`config.mk`:
```
export PLATFORM = sky130hd
export DESIGN_NAME = ldpc_wb_initiator
export DESIGN_NICKNAME = d
export VERILOG_FILES = /design/src/rtl/ldpc_wb_initiator.sv
export SDC_FILE = /design/constraint.sdc
export NUM_CORES = 1
export LEC_CHECK = 0
export ABC_AREA = 1
export CAP_MARGIN = 20
export CORE_UTILIZATION = 66
export DETAILED_ROUTE_END_ITERATION = 16
export DONT_BUFFER_PORTS = 1
export PLACE_DENSITY = 0.92
export SYNTH_ARGS = -nofsm -noshare
export SYNTH_HDL_FRONTEND = slang
export SYNTH_SLANG_ARGS = --single-unit
```
`constraint.sdc`:
```
create_clock -name wb_clk_i -period 7.8 [get_ports wb_clk_i]
set_input_delay 0.78 -clock wb_clk_i [delete_from_list [all_inputs] [get_ports wb_clk_i]]
set_output_delay 0.78 -clock wb_clk_i [all_outputs]
set_load 0.01 [all_outputs]
```
`src/rtl/ldpc_wb_initiator.sv`:
```
// ldpc_wb_initiator
// Wishbone classic-cycle initiator for the LDPC CSR window. Commands are
// queued in a small FIFO and executed one single-beat bus cycle at a time.
// Each command produces exactly one response, in command order.
//
// Optional feature macro: LDPC_WBM_TIMEOUT_EN
//   defined   -> an 8-bit watchdog aborts a REQ phase after TIMEOUT cycles
//   undefined -> no watchdog; REQ waits for ack/err indefinitely
//
// Ports
//   wb_clk_i, wb_rst_i       clock, asynchronous active-high reset
//   cmd_valid/cmd_ready      command handshake (cmd_ready = FIFO not full)
//   cmd_we/adr/dat/sel       command fields (adr is a 13-bit CSR byte offset)
//   rsp_valid/rsp_ready      response handshake
//   rsp_dat/err/we           read data (0 on write/error), error flag, echo of we
//   wbm_*                    Wishbone initiator bus
//   busy                     FSM not idle or FIFO not empty
module ldpc_wb_initiator #(
  parameter logic [31:0] ADDR_BASE  = 32'h3001_0000,
  parameter int          FIFO_DEPTH = 4,
  parameter int          TIMEOUT    = 255
) (
  input  logic        wb_clk_i,
  input  logic        wb_rst_i,
  input  logic        cmd_valid,
  output logic        cmd_ready,
  input  logic        cmd_we,
  input  logic [12:0] cmd_adr,
  input  logic [31:0] cmd_dat,
  input  logic [3:0]  cmd_sel,
  output logic        rsp_valid,
  input  logic        rsp_ready,
  output logic [31:0] rsp_dat,
  output logic        rsp_err,
  output logic        rsp_we,
  output logic        wbm_cyc_o,
  output logic        wbm_stb_o,
  output logic        wbm_we_o,
  output logic [3:0]  wbm_sel_o,
  output logic [31:0] wbm_adr_o,
  output logic [31:0] wbm_dat_o,
  input  logic        wbm_ack_i,
  input  logic        wbm_err_i,
  input  logic [31:0] wbm_dat_i,
  output logic        busy
);

  localparam int AW = (FIFO_DEPTH > 1) ? $clog2(FIFO_DEPTH) : 1;
  localparam int EW = 1 + 13 + 32 + 4;
  localparam logic [AW:0] DEPTH_C = (AW + 1)'(FIFO_DEPTH);

  typedef enum logic [1:0] {
    ST_IDLE,
    ST_REQ,
    ST_RSP
  } state_t;

  // ---------------------------------------------------------------------
  // Command FIFO: entry = {we, adr[12:0], dat[31:0], sel[3:0]}
  // ---------------------------------------------------------------------
  logic [EW-1:0] fifo_mem [FIFO_DEPTH];
  logic [AW-1:0] wr_ptr_reg, rd_ptr_reg;
  logic [AW:0]   count_reg;
  logic          push, pop;
  logic [EW-1:0] head;

  state_t state_reg, state_next;

  assign cmd_ready = (count_reg != DEPTH_C);
  assign push      = cmd_valid & cmd_ready;
  assign pop       = (state_reg == ST_IDLE) && (count_reg != '0);
  assign head      = fifo_mem[rd_ptr_reg];

  always_ff @(posedge wb_clk_i) begin
    if (push) begin
      fifo_mem[wr_ptr_reg] <= {cmd_we, cmd_adr, cmd_dat, cmd_sel};
    end
  end

  // Pointer arithmetic wraps naturally because FIFO_DEPTH is a power of two.
  always_ff @(posedge wb_clk_i or posedge wb_rst_i) begin
    if (wb_rst_i) begin
      wr_ptr_reg <= '0;
      rd_ptr_reg <= '0;
      count_reg  <= '0;
    end else begin
      if (push) wr_ptr_reg <= wr_ptr_reg + 1'b1;
      if (pop)  rd_ptr_reg <= rd_ptr_reg + 1'b1;
      case ({push, pop})
        2'b10:   count_reg <= count_reg + 1'b1;
        2'b01:   count_reg <= count_reg - 1'b1;
        default: count_reg <= count_reg;
      endcase
    end
  end

  // ---------------------------------------------------------------------
  // Bus / response registers
  // ---------------------------------------------------------------------
  logic        cyc_reg, cyc_next;
  logic        we_reg, we_next;
  logic [3:0]  sel_reg, sel_next;
  logic [31:0] adr_reg, adr_next;
  logic [31:0] dat_o_reg, dat_o_next;
  logic        rsp_valid_reg, rsp_valid_next;
  logic [31:0] rsp_dat_reg, rsp_dat_next;
  logic        rsp_err_reg, rsp_err_next;
  logic        rsp_we_reg, rsp_we_next;
  logic        abort;

`ifdef LDPC_WBM_TIMEOUT_EN
  localparam logic [7:0] TO_LAST = 8'(TIMEOUT - 1);
  logic [7:0] to_cnt_reg, to_cnt_next;

  always_ff @(posedge wb_clk_i or posedge wb_rst_i) begin
    if (wb_rst_i) to_cnt_reg <= '0;
    else          to_cnt_reg <= to_cnt_next;
  end

  // Fires in the last allowed REQ cycle; ack/err are checked first below.
  assign abort = (state_reg == ST_REQ) && (to_cnt_reg == TO_LAST);
`else
  logic [7:0] unused_timeout;
  assign unused_timeout = 8'(TIMEOUT);
  assign abort = 1'b0;
`endif

  always_ff @(posedge wb_clk_i or posedge wb_rst_i) begin
    if (wb_rst_i) begin
      state_reg     <= ST_IDLE;
      cyc_reg       <= 1'b0;
      we_reg        <= 1'b0;
      sel_reg       <= '0;
      adr_reg       <= '0;
      dat_o_reg     <= '0;
      rsp_valid_reg <= 1'b0;
      rsp_dat_reg   <= '0;
      rsp_err_reg   <= 1'b0;
      rsp_we_reg    <= 1'b0;
    end else begin
      state_reg     <= state_next;
      cyc_reg       <= cyc_next;
      we_reg        <= we_next;
      sel_reg       <= sel_next;
      adr_reg       <= adr_next;
      dat_o_reg     <= dat_o_next;
      rsp_valid_reg <= rsp_valid_next;
      rsp_dat_reg   <= rsp_dat_next;
      rsp_err_reg   <= rsp_err_next;
      rsp_we_reg    <= rsp_we_next;
    end
  end

  always_comb begin
    state_next     = state_reg;
    cyc_next       = cyc_reg;
    we_next        = we_reg;
    sel_next       = sel_reg;
    adr_next       = adr_reg;
    dat_o_next     = dat_o_reg;
    rsp_valid_next = rsp_valid_reg;
    rsp_dat_next   = rsp_dat_reg;
    rsp_err_next   = rsp_err_reg;
    rsp_we_next    = rsp_we_reg;
`ifdef LDPC_WBM_TIMEOUT_EN
    to_cnt_next    = to_cnt_reg;
`endif

    case (state_reg)
      ST_IDLE: begin
        if (count_reg != '0) begin
          cyc_next   = 1'b1;
          we_next    = head[49];
          adr_next   = {ADDR_BASE[31:13], head[48:36]};
          dat_o_next = head[35:4];
          sel_next   = head[3:0];
          state_next = ST_REQ;
`ifdef LDPC_WBM_TIMEOUT_EN
          to_cnt_next = '0;
`endif
        end
      end

      ST_REQ: begin
        if (wbm_ack_i || wbm_err_i || abort) begin
          // Ack has priority over err, and both over the watchdog.
          rsp_valid_next = 1'b1;
          rsp_we_next    = we_reg;
          rsp_err_next   = ~wbm_ack_i;
          rsp_dat_next   = (wbm_ack_i && !we_reg) ? wbm_dat_i : 32'h0;
          // Bus outputs return to zero together with cyc.
          cyc_next       = 1'b0;
          we_next        = 1'b0;
          sel_next       = '0;
          adr_next       = '0;
          dat_o_next     = '0;
          state_next     = ST_RSP;
        end else begin
`ifdef LDPC_WBM_TIMEOUT_EN
          to_cnt_next = to_cnt_reg + 8'd1;
`endif
        end
      end

      ST_RSP: begin
        if (rsp_ready) begin
          rsp_valid_next = 1'b0;
          rsp_dat_next   = '0;
          rsp_err_next   = 1'b0;
          rsp_we_next    = 1'b0;
          state_next     = ST_IDLE;
        end
      end

      default: state_next = ST_IDLE;
    endcase
  end

  assign wbm_cyc_o = cyc_reg;
  assign wbm_stb_o = cyc_reg;
  assign wbm_we_o  = we_reg;
  assign wbm_sel_o = sel_reg;
  assign wbm_adr_o = adr_reg;
  assign wbm_dat_o = dat_o_reg;
  assign rsp_valid = rsp_valid_reg;
  assign rsp_dat   = rsp_dat_reg;
  assign rsp_err   = rsp_err_reg;
  assign rsp_we    = rsp_we_reg;
  assign busy      = (state_reg != ST_IDLE) || (count_reg != '0);

endmodule

```
After elaboration in Yosys (flattened, before gate mapping)
Memory sizes are Yosys's and may differ from the RTL's.
Cells that the tools add are included.
- add/sub/neg operators: 4
- equality and inequality tests: 8
- multiplexer cells: 31
- bitwise gates (word level): 2
- reduce and logical (&&, ||, !) cells: 14
- operator list (kind ; count):
    $mux W32 ; 6
    $pmux W32 S2 ; 3
    $pmux W1 S2 ; 5
    $mux W1 ; 9
    $reduce_and A3 Y1 ; 3
    $mux W4 ; 2
    $pmux W4 S2 ; 1
    $reduce_bool A2 Y1 ; 4
    $mux W2 ; 3
    $pmux W2 S3 ; 1
    $pmux W3 S2 ; 1
    $add A2 B1 Y2 const B ; 2
    $eq A2 B1 Y1 const B ; 2
    $eq A2 B2 Y1 const B ; 2
    $ne A2 B2 Y1 const B ; 2
    $add A3 B1 Y3 const B ; 1
    $ne A3 B3 Y1 const B ; 1
    $reduce_bool A3 Y1 ; 1
    $sub A3 B1 Y3 const B ; 1
    $logic_and A1 B1 Y1 ; 2
    $logic_not A2 Y1 ; 1
    $logic_or A1 B1 Y1 ; 2
    $ne A2 B1 Y1 const B ; 1
    $and A1 B1 Y1 ; 1
    2 further kinds ; 2
- bits in registers: 114
- memory bits (writable): 200
- word-level logic and storage cells: 73
- memories: 1
- memories (name ; words ; width ; read ports ; clocked after memory_dff ; write ports ; line ; source):
    fifo_mem ; 4 ; 50 ; 1 ; 0 ; 1 ; 61 ; logic [EW-1:0] fifo_mem [FIFO_DEPTH];

Longest topological paths before layout
- word-level depth: 5
- depth in mapped cells: 11
- gate-level depth less buffers: 10

Worst setup path before layout
OpenSTA, ideal clock, no wires.
- path kind: input-to-reg
- start point: in cmd_valid
- end point: mem fifo_mem[0][0] in the netlist's numbering, enable pin
- arrival: 2987 ps
- data required time: 7342 ps
- setup slack: 4355 ps
- stages: 2
- cells stage by stage: nand2_2 -> nor2_1
- word-level cells in the longest chain between the ends: 3
- ends and longest elaborated chain (what ; line ; source):
    start: declaration ; 25 ; input logic cmd_valid,
    $and A1 B1 Y1 ; 70 ; assign push = cmd_valid & cmd_ready;
    $mux W1 ; 75 ; if (push) begin
    $mux W1 (implied by the code) ; 76 ; fifo_mem[wr_ptr_reg] <= {cmd_we, cmd_adr, cmd_dat, cmd_sel};
    end: declaration ; 61 ;
No other way between the ends.

Worst setup path after layout
- start point: reg rd_ptr_reg[0]
- end point: reg dat_o_reg[28] (netlist: wbm_dat_o[28])
- word-level cells in the longest chain between the ends: 3
- ends and longest elaborated chain (what ; line ; source):
    start: declaration ; 62 ; logic [AW-1:0] wr_ptr_reg, rd_ptr_reg;
    start signal: assignment ; 88 ; if (pop) rd_ptr_reg <= rd_ptr_reg + 1'b1;
    $mem_v2 Z4 W50 ; n/a ;
    $mux W32 ; 171 ; if (count_reg != '0) begin
    $pmux W32 S2 ; 169 ; case (state_reg)
    end signal: assignment ; 146 ; dat_o_reg <= dat_o_next;
    end: declaration ; 104 ; logic [31:0] dat_o_reg, dat_o_next;
No other way between the ends. The select of a mux whose other input is x is not followed.
A chain may end at the register's enable or synchronous reset.

==> summary.txt <==
Die Ht: 137 um
Clk_lat worst skew: 0.54 ns
Setup TNS: 0 ns
Fill cell total of the finished layout: 1166
Num Clock Sinks: 295
Post-synth EDFFs: 200
Postcts setup bufs: 0
Critical Path Fanout Max: 102
Via count: 7549
Drt total wl: 25600 um
Cell taking the most area after synthesis: edfxtp_1
Leak Pwr: 5.75 nW
Clk pin slew, worst setup/hold paths: 0.06 ns
Worst Setup Start Kind: flip-flop
Final nets: 1168
FMAX: 384 MHz
Worst vdd ir: 0.000511 V
Core Rows: 49
Register area: 0.00839 sq mm
Critical Path RT: 8.27 ns
Skew final: 0.0118 ns
Post-Syn Instances: 1092
Starting Density: 0.673
Layout cells sized above 1: 0.0829
Reg2Reg Depth: 7
Total grt overflow: 0
Post-placement cell area: 0.0120 sq mm
CTS tree: built
Inst Count DP: 1271
IO buf count: 0
Antenna violations before repair: 1
Avg Cell Area, Syn: 11.0 sq um
CP endpoint kind: flip-flop
CTS Root Cell: clkbuf_16
Final Cell Area: 0.0130 sq mm
Max reg flops: 200
Post-synth top area share: 0.499
CP Class: flip-flop to flip-flop
Core box area: 0.0179 sq mm
Crit path DAT: 3.08 ns
Status: finished clean
Worst rel slew slack: 0.258
First-pass GRT wire length: 39300 um
Commonest cells after routing, fill and taps aside: 406 x nand2_1, 200 x edfxtp_1, 176 x nand3_1
RePlAce Congestion: 0.730
Period utilisation layout: 0.334
Largest net degree at the start of global routing: 103
Tot GR Track Use: 0.281
CP Capture Point: wbm_dat_o[28]
Synth Register Bits: 295
Full die area: 0.0188 sq mm
Routed wire per std cell: 19.3 um
Yosys warns: 0
Max Slew Vio Count: 0
Number of distinct library cells after synthesis: 27
DRC: 0
Ports: 196
Synthesis-to-finish area growth: 7.96%
Die X: 137 um
Number of max-cap violations: 0
H-tree depth: 1
Commonest non-fill, non-tap cell in the layout: nand2_1
FF-to-FF Start: rd_ptr_reg[0]
Worst-Margin Slew: 1.11 ns
Vias in the first global route: 7603
Post-CTS sizing: 0
Hold Path Class: input pin to async pin
RSZ-0062 raised after global routing: false
CTS hold repair buffers: 0
Most area-consuming cells after synthesis: edfxtp_1 50%, dfrtp_1 20%, nand2_1 13%, nand3_1 7.3%, inv_1 3.0%
Number of DRC markers in iteration 0: 483
Capturing point of the worst reg2reg path: wbm_dat_o[28]
Main synth FF type: edfxtp_1
CTS buffer count: 30
Cell area after synthesis: 0.0120 sq mm
FF-to-FF setup slack: 5.20 ns
Ys async rst share: 0.322
Final setup viols: 0
Minimum clock period: 2.60 ns
DRT Pass-1 Iters: 5
Non-Filler Instances: 1328
Multi-input gate area: 0.00287 sq mm
Vias/cell: 5.68
Critical path origin: rd_ptr_reg[0]
Final antenna-violating net count: 0
Clock Tree Buf Depth: 3
WHS: 0.103 ns
Final hold vios: 0
DP HPWL: 13900 um
Register area share after synthesis: 0.696
Power per cell area: 424 mW/mm^2
-- cell usage after synthesis, types with 4 or more instances --
cell type / count
edfxtp_1: 200
clkbuf_1: 5
nand3_2: 10
nand2_2: 5
nand3_1: 176
inv_1: 96
nor2_1: 5
nand2_1: 406
dfrtp_1: 95
inv_2: 5
buf_4: 23
buf_8: 4
buf_2: 37
ha_1: 5
-- layer usage --
metal | track usage | share of wire | vias up | routed length [um]
met5 | 0 | 0 | - | 0
met4 | 0.125 | 0.033 | 0 | 836
met2 | 0.493 | 0.51 | 368 | 13000
met3 | 0.0730 | 0.095 | 60 | 2440
li1 | - | - | 3490 | -
met1 | 0.323 | 0.36 | 3631 | 9300
-- final cells by class --
cell class	instances	area share
antenna	1	0.000192
clock buffer	44	0.0673
clock inverter	12	0.00972
inverter	101	0.0294
multi-input combinational	637	0.221
sequential	295	0.645
tap	229	0.0220
timing repair buffer	9	0.00520
-- worst max-delay path, stage by stage (launching register included) --
cell	delay [ns]
dfrtp_4	1.15
clkinv_2	0.23
buf_4	0.52
nand2_1	0.20
nand3_1	0.12
nand2_1	0.14
nand2_1	0.06
nand2_1	0.09
-- logic make-up (layout without fill, tap and decap cells) --
| logic type | count (synthesis) | count (layout) | synth area share |
|---|---|---|---|
| AO/OA/AOI/OAI | 3 | 3 | 0.00218 |
| XOR/XNOR | 5 | 5 | 0.00364 |
| adder cells (fa/ha/maj) | 6 | 6 | 0.00686 |
| buffers and inverters | 175 | 166 | 0.0725 |
| flip-flops | 295 | 295 | 0.696 |
| other | 1 | 17 | 0.000311 |
| AND/OR/NAND/NOR | 607 | 607 | 0.218 |
-- worst min path at each step --
stage | startpoint | to | slack (ns) | cells after the start
floorplan | wr_ptr_reg[1] | wr_ptr_reg[1] | 0.49 | 2
CTS | wb_rst_i | wbm_dat_o[16] | 0.1 | 1
finish | wb_rst_i | wbm_dat_o[16] | 0.10 | 1
global placement | rsp_dat[27] | rsp_dat[27] | 0.52 | 2
global route | wb_rst_i | wbm_dat_o[18] | 0.11 | 1
detailed placement | rsp_dat[1] | rsp_dat[1] | 0.53 | 2
-- stage by stage --
step / power [mW] / utilization / setup WS [ns]
floorplan: 3.76 / - / 4.36
global placement: 4.01 / 0.670 / 5.37
detailed placement: 4.11 / 0.670 / 5.25
CTS: 5.54 / 0.726 / 5.20
global route: 5.87 / 0.726 / 4.99
finish: 5.51 / 0.726 / 5.20
-- power breakdown --
group          switching (mW)  internal [mW]
combinational            1.07          0.442
sequential              0.437           2.15
clock                   0.570          0.846
Note: power is estimated with default switching activity, not from simulation.
